**src/rtl/ram_readback_scanner.sv**
```systemverilog
// Sweeps a synchronous-read RAM from address 0 to DEPTH-1 and streams each
// (addr, data) pair over valid/ready, keeping a running checksum of accepted words.
module ram_readback_scanner #(
    parameter int ADDR_W = 4,
    parameter int DATA_W = 4,
    parameter int DEPTH  = 16,
    parameter int RD_LAT = 1,
    parameter int SUM_W  = 8
) (
    input  logic              clk,
    input  logic              rst_n,
    input  logic              start,
    output logic              ram_rd_en,
    output logic [ADDR_W-1:0] ram_addr,
    input  logic [DATA_W-1:0] ram_rdata,
    output logic              out_valid,
    input  logic              out_ready,
    output logic [ADDR_W-1:0] out_addr,
    output logic [DATA_W-1:0] out_data,
    output logic              busy,
    output logic              done,
    output logic [SUM_W-1:0]  checksum
);

    typedef enum logic [2:0] {
        S_IDLE,
        S_READ,
        S_WAIT,
        S_HOLD,
        S_DONE
    } state_e;

    localparam int CNT_W = (RD_LAT > 1) ? $clog2(RD_LAT) : 1;
    localparam logic [ADDR_W-1:0] LAST_IDX = ADDR_W'(DEPTH - 1);
    localparam logic [CNT_W-1:0]  CNT_LAST = CNT_W'(RD_LAT - 1);

    state_e state_q, state_d;
    logic [ADDR_W-1:0] index_q, index_d;
    logic [CNT_W-1:0]  cnt_q, cnt_d;
    logic              ram_rd_en_q, ram_rd_en_d;
    logic [ADDR_W-1:0] ram_addr_q, ram_addr_d;
    logic              out_valid_q, out_valid_d;
    logic [ADDR_W-1:0] out_addr_q, out_addr_d;
    logic [DATA_W-1:0] out_data_q, out_data_d;
    logic              busy_q, busy_d;
    logic              done_q, done_d;
    logic [SUM_W-1:0]  checksum_q, checksum_d;

    logic launch;
    logic accept;
    logic wait_last;

    assign launch    = (state_q == S_IDLE) && start;
    assign accept    = (state_q == S_HOLD) && out_ready;
    assign wait_last = (state_q == S_WAIT) && (cnt_q == CNT_LAST);

    always_ff @(posedge clk or negedge rst_n) begin
        if (!rst_n) begin
            state_q     <= S_IDLE;
            index_q     <= '0;
            cnt_q       <= '0;
            ram_rd_en_q <= 1'b0;
            ram_addr_q  <= '0;
            out_valid_q <= 1'b0;
            out_addr_q  <= '0;
            out_data_q  <= '0;
            busy_q      <= 1'b0;
            done_q      <= 1'b0;
            checksum_q  <= '0;
        end else begin
            state_q     <= state_d;
            index_q     <= index_d;
            cnt_q       <= cnt_d;
            ram_rd_en_q <= ram_rd_en_d;
            ram_addr_q  <= ram_addr_d;
            out_valid_q <= out_valid_d;
            out_addr_q  <= out_addr_d;
            out_data_q  <= out_data_d;
            busy_q      <= busy_d;
            done_q      <= done_d;
            checksum_q  <= checksum_d;
        end
    end

    always_comb begin
        state_d = state_q;
        unique case (state_q)
            S_IDLE: if (start) state_d = S_READ;
            S_READ: state_d = S_WAIT;
            S_WAIT: if (cnt_q == CNT_LAST) state_d = S_HOLD;
            S_HOLD: begin
                if (out_ready) begin
                    state_d = (index_q == LAST_IDX) ? S_DONE : S_READ;
                end
            end
            S_DONE: state_d = S_IDLE;
            default: state_d = S_IDLE;
        endcase
    end

    // Outputs are computed from the next state so every port is a flop.
    always_comb begin
        index_d    = index_q;
        cnt_d      = cnt_q;
        checksum_d = checksum_q;
        out_addr_d = out_addr_q;
        out_data_d = out_data_q;

        if (launch) begin
            index_d    = '0;
            checksum_d = '0;
        end
        if (accept) begin
            checksum_d = checksum_q + SUM_W'(out_data_q);
            if (index_q != LAST_IDX) index_d = index_q + ADDR_W'(1);
        end

        if (state_q == S_READ) begin
            cnt_d = '0;
        end else if ((state_q == S_WAIT) && !wait_last) begin
            cnt_d = cnt_q + CNT_W'(1);
        end

        if (wait_last) begin
            out_addr_d = index_q;
            out_data_d = ram_rdata;
        end

        ram_rd_en_d = (state_d == S_READ);
        ram_addr_d  = (state_d == S_READ) ? index_d : ram_addr_q;
        out_valid_d = (state_d == S_HOLD);
        busy_d      = (state_d != S_IDLE);
        done_d      = (state_d == S_DONE);
    end

    assign ram_rd_en = ram_rd_en_q;
    assign ram_addr  = ram_addr_q;
    assign out_valid = out_valid_q;
    assign out_addr  = out_addr_q;
    assign out_data  = out_data_q;
    assign busy      = busy_q;
    assign done      = done_q;
    assign checksum  = checksum_q;

endmodule
```
**config.mk**
```make
export PLATFORM = sky130hd
export DESIGN_NAME = ram_readback_scanner
export DESIGN_NICKNAME = d
export VERILOG_FILES = /design/src/rtl/ram_readback_scanner.sv
export SDC_FILE = /design/constraint.sdc
export NUM_CORES = 1
export LEC_CHECK = 0
export BUFFER_PORTS_ARGS = -buffer_cell sky130_fd_sc_hd__buf_4
export CAP_MARGIN = 20
export CORE_MARGIN = 8
export CORE_UTILIZATION = 39
export DETAILED_ROUTE_END_ITERATION = 8
export GPL_TIMING_DRIVEN = 0
export PLACE_DENSITY = 0.65
export SYNTH_ARGS = -nofsm -noshare
export SYNTH_HDL_FRONTEND = slang
export SYNTH_SLANG_ARGS = --single-unit
```
**constraint.sdc**
```tcl
create_clock -name clk -period 2.8 [get_ports clk]
set_input_delay 0.7 -clock clk [delete_from_list [all_inputs] [get_ports clk]]
set_output_delay 0.7 -clock clk [all_outputs]
set_load 0.05 [all_outputs]
```
==> reports/qor.txt, run 1 <==
number of setup violations in the final report - 0
initial standard-cell utilization of the core - 0.396
post-synthesis to final-layout area growth - 25.0%
ordered list of cells on the worst path - ha_1 > fa_1 > a21o_1 > a21oi_1 > o311ai_0 > o41ai_1
quantity of hold-fixing buffers added after cts - 0
top-level I/O count - 32
reg-to-reg slack, setup - 0.92 ns
Critical Path Max Stage Delay - 0.41 ns
Die Wd - 79.0 microns
source-to-sink clock delay at the later pin of the worst-skew pair - 0.29 ns
logic depth of the worst register-to-register path - 6
number of warnings printed during yosys synthesis - 0
buffer and inverter count on the worst path - 0
buffers from clock root to sink, at most - 2
result of the run - finished clean
syn avg cell area - 12.2 sq um
length of the first detailed-routing pass in iterations - 4
share of the core filled with cells - 0.495
final hold viol count - 0
Core Box Area - 0.00391 sq mm
root buffer selected by CTS - sky130_fd_sc_hd__clkbuf_8
Post-Route Setup TNS - 0 ns
number of nets with antenna violations after detailed routing - 0
CP Max Fanout - 4
vertical die dimension - 79.0 microns
H-tree level count - 2
Gate Count Post-Synth - 127
share of the clock period used by the worst path after layout - 0.671
launch point of the worst path - out_data[0]
endpoint of the worst setup timing path - checksum[6]
RR Startpoint - out_data[0]
area of the die - 0.00625 sq mm
critical path depth in cells - 6
port buffer count - 31
synthesized flop and latch total - 32
clock transition at the registers of the reported paths - 0.06 ns
Max stage delay cell, worst path - sky130_fd_sc_hd__fa_1
via-per-instance ratio - 5.12
dpl cells - 208
clk sink count - 32
fraction of the yosys area taken by sequential cells - 0.517
post-synthesis instance area - 0.00155 sq mm
Antenna Cells - 0
nature of the critical path endpoint - flop
post-CTS repair timing setup buffer count - 0
hold crit path type - input port to async pin
hpwl dp - 2350 microns
global route overflow - 0
reg-to-reg critical path endpoint - checksum[6]
CTS buffer count - 5
Critical Path Start Type - flop
number of synthesized flops with an enable pin - 0
routability congestion estimate from global placement - 0.717
number of placement rows - 23
final slew viol count - 0
total of max-cap violations - 0
critical setup path kind - flop to flop
setup repair after global routing missed its margin - no
register area - 801 sq um
initial antenna violation count - 0
via count of the first global-routing pass - 1,103
Slew @ Worst Pin - 0.479 ns
post-cts repair resize count - 0
clock skew after layout - 0.00596 ns
sum of routed wire length over all layers - 3270 microns
average routed wire per standard cell - 15.1 microns
dominant register cell in the synthesized netlist - sky130_fd_sc_hd__dfrtp_1
global-route wire length before repair - 5400 microns
total DRC errors in the routed layout - 0
fraction of final layout cells sized beyond drive strength 1 - 0.361
crit-path leading delay family - compound AO/OA/AOI/OAI gates
net count of the mapped netlist - 141
Required @ worst endpoint - 2.97 ns
Initial DRC Count - 58
Final nets - 179
vias after detailed routing - 1,105
worst-case headroom to the max-slew limit - 0.680
arrival time at the worst endpoint - 2.05 ns
highest achievable clock rate - 532 MHz
Multi-input gate area - 684 sq um
count of distinct cell types in the synthesized netlist - 43
Final Instance Count excl. Fillers - 216
minimum clock period after layout - 1.88 ns
largest net degree at the start of global routing - 33
overall track demand over capacity in global routing - 0.114
number of fill cells - 376
clock tree from TritonCTS - done
async set-or-reset flop fraction in the synthesized netlist - 1.00
[stage by stage]
stage | instance area [sq um] | worst slack, ns | hold slack [ns]
4_1_cts | 1940 | 0.923 | 0.352
2_1_floorplan | 1550 | 0.804 | 0.404
3_5_place_dp | 1850 | 0.940 | 0.475
6_report | 1940 | 0.921 | 0.336
5_1_grt | 1940 | 0.792 | 0.364
3_3_place_gp | 1850 | 0.936 | 0.462
[synthesized netlist by cell type, types with 2 or more instances]
| master | instances | area (sq um) |
|---|---|---|
| sky130_fd_sc_hd__buf_6 | 2 | 22.5 |
| sky130_fd_sc_hd__nor3_1 | 2 | 10.0 |
| sky130_fd_sc_hd__nor3b_1 | 2 | 15.0 |
| sky130_fd_sc_hd__dfrtp_1 | 32 | 801 |
| sky130_fd_sc_hd__and3_1 | 2 | 12.5 |
| sky130_fd_sc_hd__o21ai_0 | 2 | 10.0 |
| sky130_fd_sc_hd__inv_1 | 2 | 7.51 |
| sky130_fd_sc_hd__a21oi_1 | 5 | 25.0 |
| sky130_fd_sc_hd__xnor2_1 | 3 | 26.3 |
| sky130_fd_sc_hd__o211ai_1 | 4 | 30.0 |
| sky130_fd_sc_hd__nor2_1 | 9 | 33.8 |
| sky130_fd_sc_hd__nand2b_1 | 3 | 18.8 |
| sky130_fd_sc_hd__clkbuf_1 | 2 | 7.51 |
| sky130_fd_sc_hd__o31ai_1 | 2 | 15.0 |
| sky130_fd_sc_hd__a211oi_1 | 2 | 15.0 |
| sky130_fd_sc_hd__buf_4 | 3 | 22.5 |
| sky130_fd_sc_hd__a22o_1 | 5 | 43.8 |
| sky130_fd_sc_hd__nand2_1 | 7 | 26.3 |
| sky130_fd_sc_hd__ha_1 | 5 | 62.6 |
| sky130_fd_sc_hd__o22ai_1 | 2 | 12.5 |
| sky130_fd_sc_hd__mux2_2 | 8 | 90.1 |
| sky130_fd_sc_hd__mux2i_1 | 2 | 20.0 |
[cell type report]
type                    instances  area share
plain buffers                   8      0.0297
well taps                      50      0.0323
flip-flops and latches         32       0.413
repair buffers                 31       0.120
clock buffers                   6      0.0426
inverters                       2     0.00387
multi-input cells              85       0.353
clock inverters                 2     0.00516
[registers in the layout, indices dropped and copies added, names as in the netlist]
register / count
ram_addr: 4
index_q: 4
checksum: 8
out_data: 4
out_addr: 4
done: 1
out_valid: 1
ram_rd_en: 1
state_q: 3
busy: 1
cnt_q: 1
[routing by layer]
metal	track usage	vias to the layer above	wire, microns	part of all wire
met3	0.0474	4	154	0.047
met2	0.178	17	1660	0.51
met1	0.130	544	1410	0.43
met5	0	-	0	0
li1	-	540	-	-
met4	0.0611	0	46	0.014
[placed cells by master, fill, tap and decap left out, drive strengths merged, types with 2 or more instances in the layout]
cell type / n
nand2b: 3
a211oi: 2
nor3: 3
nor3b: 2
clkbuf: 8
buf: 37
mux2: 9
ha: 5
nor2: 11
o211ai: 4
clkinv: 2
o31ai: 2
mux2i: 2
a22o: 5
and3: 2
nand2: 7
inv: 2
xnor2: 3
a21oi: 5
o22ai: 2
dfrtp: 32
o21ai: 2
[logic make-up after synthesis]
family                   Yosys count  share of synthesized area
flip-flops                        32                      0.517
buffers and inverters             10                     0.0420
AO/OA/AOI/OAI                     29                      0.135
multiplexers                      11                     0.0807
XOR/XNOR                           3                     0.0170
adder cells (fa/ha/maj)            6                     0.0533
AND/OR/NAND/NOR                   36                      0.156
[worst min path at each step]
stage | startpoint | end | slack, ns | depth (start not counted)
2_1_floorplan | rst_n | busy | 0.40 | 0
3_3_place_gp | checksum[7] | checksum[7] | 0.46 | 1
3_5_place_dp | checksum[7] | checksum[7] | 0.47 | 1
4_1_cts | rst_n | cnt_q | 0.35 | 1
5_1_grt | rst_n | out_data[2] | 0.36 | 1
6_report | rst_n | out_data[3] | 0.34 | 1
Power of run 1 is left out: the tool's default activity adds up to more than one toggle a clock period on the data nets, which glitch-free logic cannot reach.
==> inputs of run 2 (changes only) <==
Settings changed: ABC_AREA set to 1, PLACE_DENSITY 0.65 to 0.67.
Clock period 2.8 ns to 1.7 ns, I/O delays scaled along.
==> reports/qor.txt, run 2 <==
result of the run - finished clean
area of the die - 0.00629 sq mm
clock transition at the registers of the reported paths - 0.07 ns
hold crit path type - input port to async pin
reg-to-reg slack, setup - 0.13 ns
initial standard-cell utilization of the core - 0.396
number of flip-flops in the largest register - 8
Switch Pwr - 2.13 mW
fraction of final layout cells sized beyond drive strength 1 - 0.220
RR Startpoint - out_data[0]
final hold viol count - 0
post-synthesis to final-layout area growth - 24.5%
fraction of the yosys area taken by sequential cells - 0.512
met2 global-route usage - 0.177
worst-case headroom to the max-slew limit - 0.728
global-route wire length before repair - 5840 microns
Switching Share - 0.508
number of placement rows - 23
total of max-cap violations - 0
via count of the first global-routing pass - 1,315
source-to-sink clock delay at the later pin of the worst-skew pair - 0.28 ns
top-level I/O count - 32
net count of the mapped netlist - 207
quantity of hold-fixing buffers added after cts - 0
final slew viol count - 0
vertical die dimension - 79.3 microns
clock skew after layout - 0.00468 ns
H-tree level count - 2
arrival time at the worst endpoint - 1.75 ns
register area - 803 sq um
sum of routed wire length over all layers - 3280 microns
reg-to-reg critical path endpoint - checksum[6]
Sequential Power Share - 0.315
Slew @ Worst Pin - 0.408 ns
share of the clock period used by the worst path after layout - 0.926
post-synthesis instance area - 0.00156 sq mm
number of synthesized flops with an enable pin - 0
Commonest cells post-synth - 80 x sky130_fd_sc_hd__nand2_1, 32 x sky130_fd_sc_hd__dfrtp_1, 19 x sky130_fd_sc_hd__inv_1, 15 x sky130_fd_sc_hd__nor2_1, 13 x sky130_fd_sc_hd__nand3_1
commonest non-fill, non-tap cell in the layout - sky130_fd_sc_hd__nand2_1
critical setup path kind - flop to flop
port buffer count - 31
Critical Path Start Type - flop
initial antenna violation count - 0
length of the first detailed-routing pass in iterations - 4
Gate Count Post-Synth - 193
post-cts repair resize count - 0
global route hottest layer - met2
met1 Usage GRT - 0.144
share of the core filled with cells - 0.493
Die Wd - 79.3 microns
count of distinct cell types in the synthesized netlist - 23
setup repair after global routing missed its margin - no
synthesized flop and latch total - 32
leakage power figure - 1.11 nW
biggest area contributors in the synthesized netlist - sky130_fd_sc_hd__dfrtp_1 51%, sky130_fd_sc_hd__nand2_1 19%, sky130_fd_sc_hd__inv_1 4.6%, sky130_fd_sc_hd__nand3_1 4.2%, sky130_fd_sc_hd__ha_1 4.0%
share of the synthesized area in the top cell type - 0.512
endpoint of the worst setup timing path - checksum[6]
Multi-input gate area - 667 sq um
met3 layer usage reported by global route - 0.0395
number of warnings printed during yosys synthesis - 0
commonest cells after routing, fill and taps aside - 80 x sky130_fd_sc_hd__nand2_1, 31 x sky130_fd_sc_hd__buf_4, 30 x sky130_fd_sc_hd__dfrtp_1
average routed wire per standard cell - 11.6 microns
nature of the critical path endpoint - flop
minimum clock period after layout - 1.57 ns
clk sink count - 32
async set-or-reset flop fraction in the synthesized netlist - 1.00
CP Max Fanout - 4
highest achievable clock rate - 635 MHz
Internal Power - 2.06 mW
syn avg cell area - 8.10 sq um
number of setup violations in the final report - 0
post-synthesis cell type with the largest combined area - sky130_fd_sc_hd__dfrtp_1
root buffer selected by CTS - sky130_fd_sc_hd__clkbuf_8
Antenna Cells - 0
largest net degree at the start of global routing - 33
routability congestion estimate from global placement - 0.789
vias after detailed routing - 1,313
logic depth of the worst register-to-register path - 8
Final nets - 245
hpwl dp - 2430 microns
number of fill cells - 387
via-per-instance ratio - 4.66
P per Cell Area - 2160 mW/mm^2
dominant register cell in the synthesized netlist - sky130_fd_sc_hd__dfrtp_1
cell with the most instances after synthesis - sky130_fd_sc_hd__nand2_1
number of nets with antenna violations after detailed routing - 0
clock share of power - 0.135
total DRC errors in the routed layout - 0
global route overflow - 0
power share of the combinational group - 0.550
post-CTS repair timing setup buffer count - 0
Post-Route Setup TNS - 0 ns
CTS buffer count - 5
launch point of the worst path - out_data[0]
Core Box Area - 0.00394 sq mm
Initial DRC Count - 80
clock tree from TritonCTS - done
worst vdd rail ir drop - 0.763 mV
buffers from clock root to sink, at most - 2
Required @ worst endpoint - 1.88 ns
overall track demand over capacity in global routing - 0.115
==> run 2: changes by cell type after synthesis, sizes merged, moves of 4 or more <==
cell and change:
mux2 -9, nand2 +75, buf -4, nor2 +7, nand3 +13, inv +19, o21ai +7
==> run 2: through the flow <==
stage	std cells	power, mW	setup WS [ns]	instance area [sq um]	hold slack, ns
after floorplan	193	3.01	0.0766	1570	0.129
after global placement	274	3.64	0.138	1860	0.391
after detailed placement	274	3.67	0.139	1860	0.393
after CTS	282	4.25	0.116	1950	0.0840
after global routing	282	4.56	0.0204	1950	0.0993
final	282	4.20	0.126	1950	0.0717
==> run 2: critical path, stage by stage (launching register included) <==
cell and delay [ns]:
sky130_fd_sc_hd__dfrtp_2 0.42, sky130_fd_sc_hd__ha_1 0.24, sky130_fd_sc_hd__fa_1 0.43, sky130_fd_sc_hd__nand4_1 0.11, sky130_fd_sc_hd__nand2_1 0.08, sky130_fd_sc_hd__nand2_1 0.06
sky130_fd_sc_hd__nand2_1 0.04, sky130_fd_sc_hd__nand2_1 0.05, sky130_fd_sc_hd__inv_1 0.03
==> run 2: worst min path at each step <==
stage | from | to | slack [ns] | depth (start not counted)
3_5_place_dp | rst_n | checksum[5] | 0.39 | 1
6_report | rst_n | out_data[1] | 0.07 | 1
5_1_grt | rst_n | out_data[1] | 0.1 | 1
2_1_floorplan | rst_n | busy | 0.13 | 0
4_1_cts | rst_n | out_data[1] | 0.08 | 1
3_3_place_gp | rst_n | checksum[5] | 0.39 | 1
==> run 2: cell type report <==
type                            count  share of cell area
Tap cell                           50              0.0322
Buffer                              2             0.00836
Clock buffer                        6              0.0373
Clock inverter                      2             0.00643
Timing Repair Buffer               31               0.120
Multi-Input combinational cell    138               0.343
Sequential cell                    32               0.413
Inverter                           21              0.0405
==> run 2: power groups by stage <==
stage                     sequential [mW]  combinational, mW  clock, mW
after floorplan                      2.07              0.940          0
after global placement               1.34               2.30          0
after detailed placement             1.33               2.33          0
after CTS                            1.32               2.34      0.581
after global routing                 1.37               2.57      0.614
final                                1.32               2.31      0.567
==> run 2: kinds of logic after synthesis <==
family | share of synthesized area
compound gates | 0.0536
xor+xnor | 0.00561
fa+ha+maj | 0.0528
buf+inv | 0.0608
flops | 0.512
simple gates | 0.315
==> run 2: routing by layer <==
| layer | part of all wire | vias up |
|---|---|---|
| met4 | 0.020 | 0 |
| met2 | 0.44 | 25 |
| met3 | 0.047 | 7 |
| met1 | 0.49 | 602 |
| met5 | 0 | - |
| li1 | - | 679 |
No activity file was read; power rests on OpenSTA's default activity.
